==> config.mk <==
export PLATFORM = sky130hd
export DESIGN_NAME = mul_operand_sequencer
export DESIGN_NICKNAME = d
export VERILOG_FILES = /design/src/rtl/mul_operand_sequencer.sv
export SDC_FILE = /design/constraint.sdc
export NUM_CORES = 1
export LEC_CHECK = 0
export BUFFER_PORTS_ARGS = -buffer_cell sky130_fd_sc_hd__buf_2
export CAP_MARGIN = 20
export CELL_PAD_IN_SITES_DETAIL_PLACEMENT = 0
export CELL_PAD_IN_SITES_GLOBAL_PLACEMENT = 1
export CORE_AREA = 2 2 404 406
export CTS_BUF_LIST = sky130_fd_sc_hd__clkbuf_4 sky130_fd_sc_hd__clkbuf_8
export CTS_CLUSTER_DIAMETER = 80
export DETAILED_ROUTE_END_ITERATION = 8
export DIE_AREA = 0 0 406 408
export PLACE_DENSITY = 0.64
export SETUP_SLACK_MARGIN = 0.05
export SYNTH_ARGS = -nofsm -noshare
export SYNTH_HDL_FRONTEND = slang
export SYNTH_SLANG_ARGS = --single-unit
==> constraint.sdc <==
create_clock -name clk -period 8.1 [get_ports clk]
set_clock_uncertainty 0.05 [all_clocks]
set_input_delay 0.81 -clock clk [delete_from_list [all_inputs] [get_ports clk]]
set_output_delay 0.81 -clock clk [all_outputs]
set_load 0.05 [all_outputs]
==> src/rtl/mul_operand_sequencer.sv <==
// Operand FIFO feeding an external multiplier one pair at a time, returning tagged products.
// Optional BUSY watchdog with a sticky err output is built when MUL_SEQ_TIMEOUT_EN is defined.
module mul_operand_sequencer #(
    parameter int WIDTH   = 128,
    parameter int DEPTH   = 4,
    parameter int TAG_W   = 4,
    parameter int TIMEOUT = 1024
) (
    input  logic                     clk,
    input  logic                     rst_n,
    input  logic                     in_valid,
    output logic                     in_ready,
    input  logic [WIDTH-1:0]         in_a,
    input  logic [WIDTH-1:0]         in_b,
    output logic [WIDTH-1:0]         mul_a,
    output logic [WIDTH-1:0]         mul_b,
    output logic                     mul_enable,
    input  logic                     mul_done,
    input  logic [2*WIDTH-1:0]       mul_ab,
    output logic                     res_valid,
    input  logic                     res_ready,
    output logic [2*WIDTH-1:0]       res_data,
    output logic [TAG_W-1:0]         res_tag,
    output logic [$clog2(DEPTH):0]   fifo_level
`ifdef MUL_SEQ_TIMEOUT_EN
    ,
    output logic                     err
`endif
);

    localparam int AW = $clog2(DEPTH);

    if (DEPTH < 2 || (DEPTH & (DEPTH - 1)) != 0) begin : g_depth_check
        $error("mul_operand_sequencer: DEPTH must be a power of two and at least 2");
    end
    if (TIMEOUT < 1) begin : g_timeout_check
        $error("mul_operand_sequencer: TIMEOUT must be at least 1");
    end

    typedef enum logic [1:0] {
        IDLE,
        BUSY,
        GAP
    } state_e;

    logic [WIDTH-1:0]   mem_a [DEPTH];
    logic [WIDTH-1:0]   mem_b [DEPTH];
    logic [AW-1:0]      wr_ptr_q, wr_ptr_d;
    logic [AW-1:0]      rd_ptr_q, rd_ptr_d;
    logic [AW:0]        count_q, count_d;
    logic               ready_q, ready_d;
    logic               push, pop;

    state_e             state_q, state_d;
    logic               en_q, en_d;
    logic [WIDTH-1:0]   opa_q, opa_d;
    logic [WIDTH-1:0]   opb_q, opb_d;
    logic               res_valid_q, res_valid_d;
    logic [2*WIDTH-1:0] res_data_q, res_data_d;
    logic [TAG_W-1:0]   res_tag_q, res_tag_d;
    logic [TAG_W-1:0]   seq_q, seq_d;

`ifdef MUL_SEQ_TIMEOUT_EN
    localparam int TMO_W = $clog2(TIMEOUT + 1);
    logic [TMO_W-1:0]   tmo_q, tmo_d;
    logic               err_q, err_d;
`endif

    assign push = in_valid && ready_q;

    always_comb begin
        wr_ptr_d = push ? wr_ptr_q + AW'(1) : wr_ptr_q;
        count_d  = count_q + (AW+1)'(push) - (AW+1)'(pop);
        ready_d  = (count_d != (AW+1)'(DEPTH));
    end

    always_ff @(posedge clk) begin
        if (push) begin
            mem_a[wr_ptr_q] <= in_a;
            mem_b[wr_ptr_q] <= in_b;
        end
    end

    always_comb begin
        state_d     = state_q;
        en_d        = en_q;
        opa_d       = opa_q;
        opb_d       = opb_q;
        res_valid_d = res_valid_q;
        res_data_d  = res_data_q;
        res_tag_d   = res_tag_q;
        seq_d       = seq_q;
        rd_ptr_d    = rd_ptr_q;
        pop         = 1'b0;
`ifdef MUL_SEQ_TIMEOUT_EN
        tmo_d       = tmo_q;
        err_d       = err_q;
`endif
        if (res_valid_q && res_ready) begin
            res_valid_d = 1'b0;
        end

        unique case (state_q)
            IDLE: begin
                if (count_q != '0 && !res_valid_q) begin
                    pop      = 1'b1;
                    opa_d    = mem_a[rd_ptr_q];
                    opb_d    = mem_b[rd_ptr_q];
                    rd_ptr_d = rd_ptr_q + AW'(1);
                    state_d  = BUSY;
`ifdef MUL_SEQ_TIMEOUT_EN
                    tmo_d    = '0;
`endif
                end
            end
            BUSY: begin
                // done only counts once enable has actually been presented to the multiplier
                if (en_q && mul_done) begin
                    res_data_d  = mul_ab;
                    res_tag_d   = seq_q;
                    seq_d       = seq_q + TAG_W'(1);
                    res_valid_d = 1'b1;
                    en_d        = 1'b0;
                    state_d     = GAP;
                end
`ifdef MUL_SEQ_TIMEOUT_EN
                else if (tmo_q == TMO_W'(TIMEOUT - 1)) begin
                    err_d   = 1'b1;
                    en_d    = 1'b0;
                    state_d = GAP;
                end else begin
                    en_d  = 1'b1;
                    tmo_d = tmo_q + TMO_W'(1);
                end
`else
                else begin
                    en_d = 1'b1;
                end
`endif
            end
            GAP: begin
                en_d    = 1'b0;
                state_d = IDLE;
            end
            default: begin
                en_d    = 1'b0;
                state_d = IDLE;
            end
        endcase
    end

    always_ff @(posedge clk or negedge rst_n) begin
        if (!rst_n) begin
            wr_ptr_q    <= '0;
            rd_ptr_q    <= '0;
            count_q     <= '0;
            ready_q     <= 1'b0;
            state_q     <= IDLE;
            en_q        <= 1'b0;
            opa_q       <= '0;
            opb_q       <= '0;
            res_valid_q <= 1'b0;
            res_data_q  <= '0;
            res_tag_q   <= '0;
            seq_q       <= '0;
`ifdef MUL_SEQ_TIMEOUT_EN
            tmo_q       <= '0;
            err_q       <= 1'b0;
`endif
        end else begin
            wr_ptr_q    <= wr_ptr_d;
            rd_ptr_q    <= rd_ptr_d;
            count_q     <= count_d;
            ready_q     <= ready_d;
            state_q     <= state_d;
            en_q        <= en_d;
            opa_q       <= opa_d;
            opb_q       <= opb_d;
            res_valid_q <= res_valid_d;
            res_data_q  <= res_data_d;
            res_tag_q   <= res_tag_d;
            seq_q       <= seq_d;
`ifdef MUL_SEQ_TIMEOUT_EN
            tmo_q       <= tmo_d;
            err_q       <= err_d;
`endif
        end
    end

    assign in_ready   = ready_q;
    assign mul_a      = opa_q;
    assign mul_b      = opb_q;
    assign mul_enable = en_q;
    assign res_valid  = res_valid_q;
    assign res_data   = res_data_q;
    assign res_tag    = res_tag_q;
    assign fifo_level = count_q;
`ifdef MUL_SEQ_TIMEOUT_EN
    assign err        = err_q;
`endif

endmodule

==> impl_metrics.env, run 1 <==
export IMPL_synth_top_area_frac=0.541
export IMPL_grt_setup_unrepaired="no"
export IMPL_via_per_inst=4.66
export IMPL_cts_setup_buffers=0
export IMPL_cellPowerDensity_nw_per_um2=430
export IMPL_path_clk_slew_ns=0.06
export IMPL_status="completed"
export IMPL_crit_fanout=132
export IMPL_setup_tns_ns=0
export IMPL_slew_headroom=0.179
export IMPL_period_needed_ns=3.60
export IMPL_grt_pass1_vias=35600
export IMPL_htreeDepth=5
export IMPL_setup_violations=0
export IMPL_maxCapViolations=0
export IMPL_drc=0
export IMPL_multi_input_area_sq_um=11900
export IMPL_drv_slew=0
export IMPL_fp_dieArea_sq_um=166000
export IMPL_crit_path_start_kind="flip-flop"
export IMPL_layout_area_seq_sq_um=44100
export IMPL_postSynthAreaPerCell_sq_um=18.7
export IMPL_overflow=0
export IMPL_grt_usage=0.200
export IMPL_drive_above_1_share=0.415
export IMPL_yosysTopAreaCell="edfxtp_1"
export IMPL_cp_arrival_ns=4.36
export IMPL_syn_nets=3566
export IMPL_start_util=0.352
export IMPL_synthDistinctLibCells=25
export IMPL_area_growth_pct=32.0
export IMPL_syn_inst=3041
export IMPL_fin_util=0.465
export IMPL_drtAntennaViolNets=0
export IMPL_async_flop_share=0.342
export IMPL_pin_count=1039
export IMPL_post_route_period_util=0.444
export IMPL_place_congestion=0.887
export IMPL_ys_ff_latch=1556
export IMPL_wl_microns=168000
export IMPL_antenna_found_initial=55
export IMPL_tightest_slew_ns=1.23
export IMPL_ir_worst_vdd_mv=0.405
export IMPL_cts_tree="built"
export IMPL_cp_required_ns=8.86
export IMPL_post_drt_wl_per_cell_microns=23.4
export IMPL_ys_top_cells_by_area="edfxtp_1, dfrtp_1, mux4_2, nand2_1, mux2_2"
export IMPL_grt_first_pass_wirelength_microns=242000
export IMPL_dp_hpwl_microns=108000
export IMPL_dp_cells=6143
export IMPL_die_w_microns=406
export IMPL_grt_start_max_net_pins=170
export IMPL_core_area_sq_um=162000
export IMPL_drt_pass1_iter_count=5
export IMPL_num_rows=148
export IMPL_synth_edff_count=1024
export IMPL_nets=5285
export IMPL_synth_warnings=0
export IMPL_power_leakage_nw=30.4
export IMPL_clock_latency_ns=1.01
export IMPL_clkSinkCount=1556
export IMPL_hold_viol=0
export IMPL_cts_made_buffers=283
export IMPL_clockBufferDepth=4
export IMPL_fill_cells=14300
export IMPL_pre_cts_slack_ns=4.56
export IMPL_cts_resized_gates=0
export IMPL_fin_ws_ns=4.50
export IMPL_vias=33500
export IMPL_ys_flop_type="edfxtp_1"
export IMPL_die_h_microns=408
export IMPL_ys_seq_area_frac=0.775
export IMPL_finalNonFillerCells=7178
export IMPL_numPortBuffers=1038
export IMPL_syn_area_sq_um=56900
export IMPL_cts_root_buf="clkbuf_8"
export IMPL_timing_fmax_mhz=278
export IMPL_drtIter0Drc=2319
export IMPL_worstSetupEndpointType="flip-flop"
export IMPL_hp_class="in -> reg"
export IMPL_path_class="reg -> reg"
==> report_power, final <==
group          switching (mW)  internal (mW)  leakage [nW]
registers                1.02           10.9          15.8
clock network            3.14           4.19          2.98
logic                    8.98           3.98          11.6
total                    13.2           19.1          30.4
==> worst max-delay path, cell delays in order (launching register included) <==
cell     delay [ns]
dfrtp_1        0.43
nor3_2         0.59
nor2b_4        0.95
buf_12         0.57
mux2_2         0.42
==> metrics by stage <==
stage	instance area, sq um	power (mW)	hold WS, ns
final	75100	32.3	0.0687
after global routing	75100	33.8	-0.0172
after CTS	75000	32.7	0.0133
after detailed placement	64400	25.0	0.407
after global placement	64400	24.9	0.401
after floorplan	56900	21.5	0.387
==> cell type report <==
type	instances	area share
diodes	46	0.00153
clock buffers	439	0.0705
clock inverters	43	0.00342
inverters	8	0.000500
multi-input cells	1332	0.159
flip-flops and latches	1556	0.587
well taps	2175	0.0362
repair buffers	1579	0.142
==> repair_timing <==
item	CTS	global route
hold buffers	507	0
hold endpoints to repair	1349	0
setup endpoints to repair	0	0
==> final timing paths <==
kind / startpoint / cells past startpoint / endpoint / slack, ns
hold reg to reg: res_data[57] / 2 / res_data[57] / 0.42
hold / removal: mul_ab[82] / 3 / res_data[82] / 0.07
setup / recovery: state_q[0] / 4 / mul_a[6] / 4.50
setup reg to reg: state_q[0] / 4 / mul_a[6] / 4.50
min in group asynchronous: rst_n / 2 / mul_b[8] / 0.38
max in group asynchronous: rst_n / 4 / res_data[76] / 5.75
==> per-layer routing <==
metal  global-route usage  vias to the layer above  wire length, microns
li1                     -                    14900                     -
met1                0.229                    17100                 63100
met2                0.330                     1155                 81800
met3               0.0683                      351                 13500
met4                0.109                       22                  9320
met5                    0                        -                   139
==> placed cells by master, fill, tap and decap left out, types with 7 or more instances in the layout <==
master and n:
buf_2 1037, clkbuf_4 120, buf_12 12, edfxtp_1 1024
ha_1 7, clkinv_2 18, mux4_2 256, inv_1 7
clkinv_1 18, dlygate4sd3_1 507, nand2_1 787, mux2_2 257
diode_2 46, buf_4 22, clkbuf_8 319, dfrtp_1 530
==> flip-flops by register name, summed over array words and instances, names as in the netlist, 2 cells and up <==
register	cells
mem_a	512
mul_b	128
mem_b	512
state_q	2
fifo_level	3
rd_ptr_q	2
res_data	256
res_tag	4
mul_a	128
wr_ptr_q	2
seq_q	4
==> cells by family (layout without fill, tap and decap cells) <==
family	count (synthesis)	in the layout	synth area share
AO/OA/AOI/OAI	3	3	0.000330
XOR/XNOR	8	8	0.00123
adder cells (fa/ha/maj)	8	8	0.00189
buffers and inverters	153	2069	0.0163
flip-flops	1556	1556	0.775
multiplexers	513	513	0.152
other	0	46	0
AND/OR/NAND/NOR	800	800	0.0533
==> cells in the mapped netlist (4+ instances only) <==
master / instances
edfxtp_1: 1024
nand2_1: 787
dfrtp_1: 532
mux2_2: 257
mux4_2: 256
clkbuf_1: 60
buf_6: 36
buf_2: 25
buf_4: 13
buf_1: 11
inv_1: 8
ha_1: 7
xnor2_1: 6
and3_1: 4
Note: power is estimated with default switching activity, not from simulation.
==> run 2: changes to the inputs <==
--- a/config.mk
+++ b/config.mk
@@ -9,12 +9,12 @@
 export CAP_MARGIN = 20
 export CELL_PAD_IN_SITES_DETAIL_PLACEMENT = 0
 export CELL_PAD_IN_SITES_GLOBAL_PLACEMENT = 1
-export CORE_AREA = 2 2 404 406
+export CORE_AREA = 2 2 408 410
 export CTS_BUF_LIST = sky130_fd_sc_hd__clkbuf_4 sky130_fd_sc_hd__clkbuf_8
 export CTS_CLUSTER_DIAMETER = 80
 export DETAILED_ROUTE_END_ITERATION = 8
-export DIE_AREA = 0 0 406 408
-export PLACE_DENSITY = 0.64
+export DIE_AREA = 0 0 410 412
+export PLACE_DENSITY = 0.65
 export SETUP_SLACK_MARGIN = 0.05
 export SYNTH_ARGS = -nofsm -noshare
 export SYNTH_HDL_FRONTEND = slang
==> constraint.sdc (replaced) <==
create_clock -name clk -period 2.9 [get_ports clk]
set_clock_uncertainty 0.05 [all_clocks]
set_input_delay 0.29 -clock clk [delete_from_list [all_inputs] [get_ports clk]]
set_output_delay 0.29 -clock clk [all_outputs]
set_load 0.05 [all_outputs]
==> run 2 against run 1 <==
Combinational power rose to 2.9 times the previous value; non-clock buffer count is 564 higher; design area grew 8.2%; sequential power increased to 2.8 times the previous value; count of clock-buffer cells in the layout up 4; final cell count is 8.1% higher; routed wire length rose by 4.4%; critical path depth is 3 higher; power increased to 2.9 times the previous value; via count rose by 8.6%; sequential share of layout area is 4.5 points lower; die area increased by 2.0%; critical path type unchanged.
==> impl_metrics.env, run 2 (synthesis results as in run 1) <==
export IMPL_cellPowerDensity_nw_per_um2=1140
export IMPL_antenna_found_initial=37
export IMPL_clkSinkCount=1556
export IMPL_grt_first_pass_wirelength_microns=252000
export IMPL_nets=5851
export IMPL_path_clk_slew_ns=0.06
export IMPL_path_buf_inv=4
export IMPL_numPortBuffers=1038
export IMPL_power_leakage_nw=33.0
export IMPL_fin_area_sq_um=81300
export IMPL_grt_pass1_vias=38100
export IMPL_period_needed_ns=2.36
export IMPL_post_route_period_util=0.813
export IMPL_drc=0
export IMPL_drive_above_1_share=0.385
export IMPL_core_area_sq_um=164000
export IMPL_cts_made_buffers=285
export IMPL_fp_dieArea_sq_um=169000
export IMPL_fin_util=0.495
export IMPL_start_util=0.346
export IMPL_path_class="reg -> reg"
export IMPL_clock_latency_ns=1.01
export IMPL_worstSetupEndpointType="flip-flop"
export IMPL_cts_root_buf="clkbuf_8"
export IMPL_die_w_microns=410
export IMPL_setup_tns_ns=0
export IMPL_crit_fanout=41
export IMPL_layout_common_cells="buf_2, edfxtp_1, dlygate4sd3_1"
export IMPL_grt_setup_unrepaired="no"
export IMPL_clockBufferDepth=4
export IMPL_cp_required_ns=3.67
export IMPL_setup_violations=0
export IMPL_htreeDepth=5
export IMPL_tightest_slew_ns=1.00
export IMPL_cts_setup_buffers=0
export IMPL_drv_slew=0
export IMPL_power_mw=92.4
export IMPL_die_h_microns=412
export IMPL_grt_start_max_net_pins=173
export IMPL_cpLargestDelayFamily="buffers and inverters"
export IMPL_r2r_start="state_q[1]"
export IMPL_wl_microns=175000
export IMPL_drtAntennaViolNets=0
export IMPL_place_congestion=0.897
export IMPL_hp_class="in -> reg"
export IMPL_holdBufCountCts=1009
export IMPL_via_per_inst=4.69
export IMPL_critPathLaunch="state_q[1]"
export IMPL_crit_path_start_kind="flip-flop"
export IMPL_num_rows=149
export IMPL_cts_resized_gates=0
export IMPL_fin_worst_hold_slack_ns=0.123
export IMPL_maxCapViolations=0
export IMPL_overflow=0
export IMPL_mostFrequentLayoutCell="buf_2"
export IMPL_min_delay_start="mul_ab[48]"
export IMPL_slowest_delay_ns=0.41
export IMPL_vias=36400
export IMPL_timing_fmax_mhz=424
export IMPL_hold_viol=0
export IMPL_grt_usage=0.203
export IMPL_post_drt_wl_per_cell_microns=22.6
export IMPL_worstPathCellList="nor3_1, buf_4, nor2b_4, buf_4, buf_12, buf_12, mux2_2"
export IMPL_slew_headroom=0.331
export IMPL_drtIter0Drc=2482
export IMPL_post_dp_cell_area_sq_um=65300
export IMPL_drt_pass1_iter_count=5
export IMPL_ir_worst_vdd_mv=1.50
export IMPL_area_growth_pct=42.9
export IMPL_pin_count=1039
export IMPL_cts_tree="built"
export IMPL_dp_hpwl_microns=115000
export IMPL_status="completed"
export IMPL_cpMaxStageDelayCell="dfrtp_1"
export IMPL_cp_arrival_ns=3.13
run 2: metrics by stage:
stage | setup WS, ns | instances
after floorplan | -0.0724 | 3041
after global placement | 0.461 | 6219
after detailed placement | 0.553 | 6219
after CTS | 0.523 | 7725
after global routing | 0.363 | 7749
final | 0.542 | 7759
run 2: final timing paths:
| kind | endpoint | slack (ns) | cells after the start |
|---|---|---|---|
| setup / recovery | mul_a[5] | 0.54 | 7 |
| hold / removal | res_data[48] | 0.12 | 4 |
| setup reg to reg | mul_a[5] | 0.54 | 7 |
| hold reg to reg | res_data[38] | 0.42 | 2 |
| max in group asynchronous | res_data[222] | 1.34 | 6 |
| min in group asynchronous | mul_a[67] | 0.41 | 4 |
run 2: power breakdown:
group | leakage [nW] | internal, mW | switching, mW
registers | 15.8 | 30.5 | 3.00
clock network | 3.07 | 12.2 | 8.95
logic | 14.1 | 12.4 | 25.4
run 2: layer usage:
layer / up-vias / global-route usage / share of wire
li1: 16000 / - / -
met4: 18 / 0.103 / 0.051
met5: - / 0 / 0.00062
met2: 1362 / 0.337 / 0.49
met3: 393 / 0.0570 / 0.075
met1: 18600 / 0.242 / 0.38
run 2: final cells by class:
type                    count  area (sq um)
fillers                 13900         83000
flip-flops and latches   1556         44100
repair buffers           2143         16700
multi-input cells        1332         11900
clock buffers             443          5350
well taps                2189          2740
clock inverters            54           415
diodes                     34          85.1
inverters                   8          37.5
run 2: worst min-delay path: stages:
cell and delay, ns:
dlygate4sd3_1 0.54, buf_2 0.10, nand2_1 0.07, nand2_1 0.06
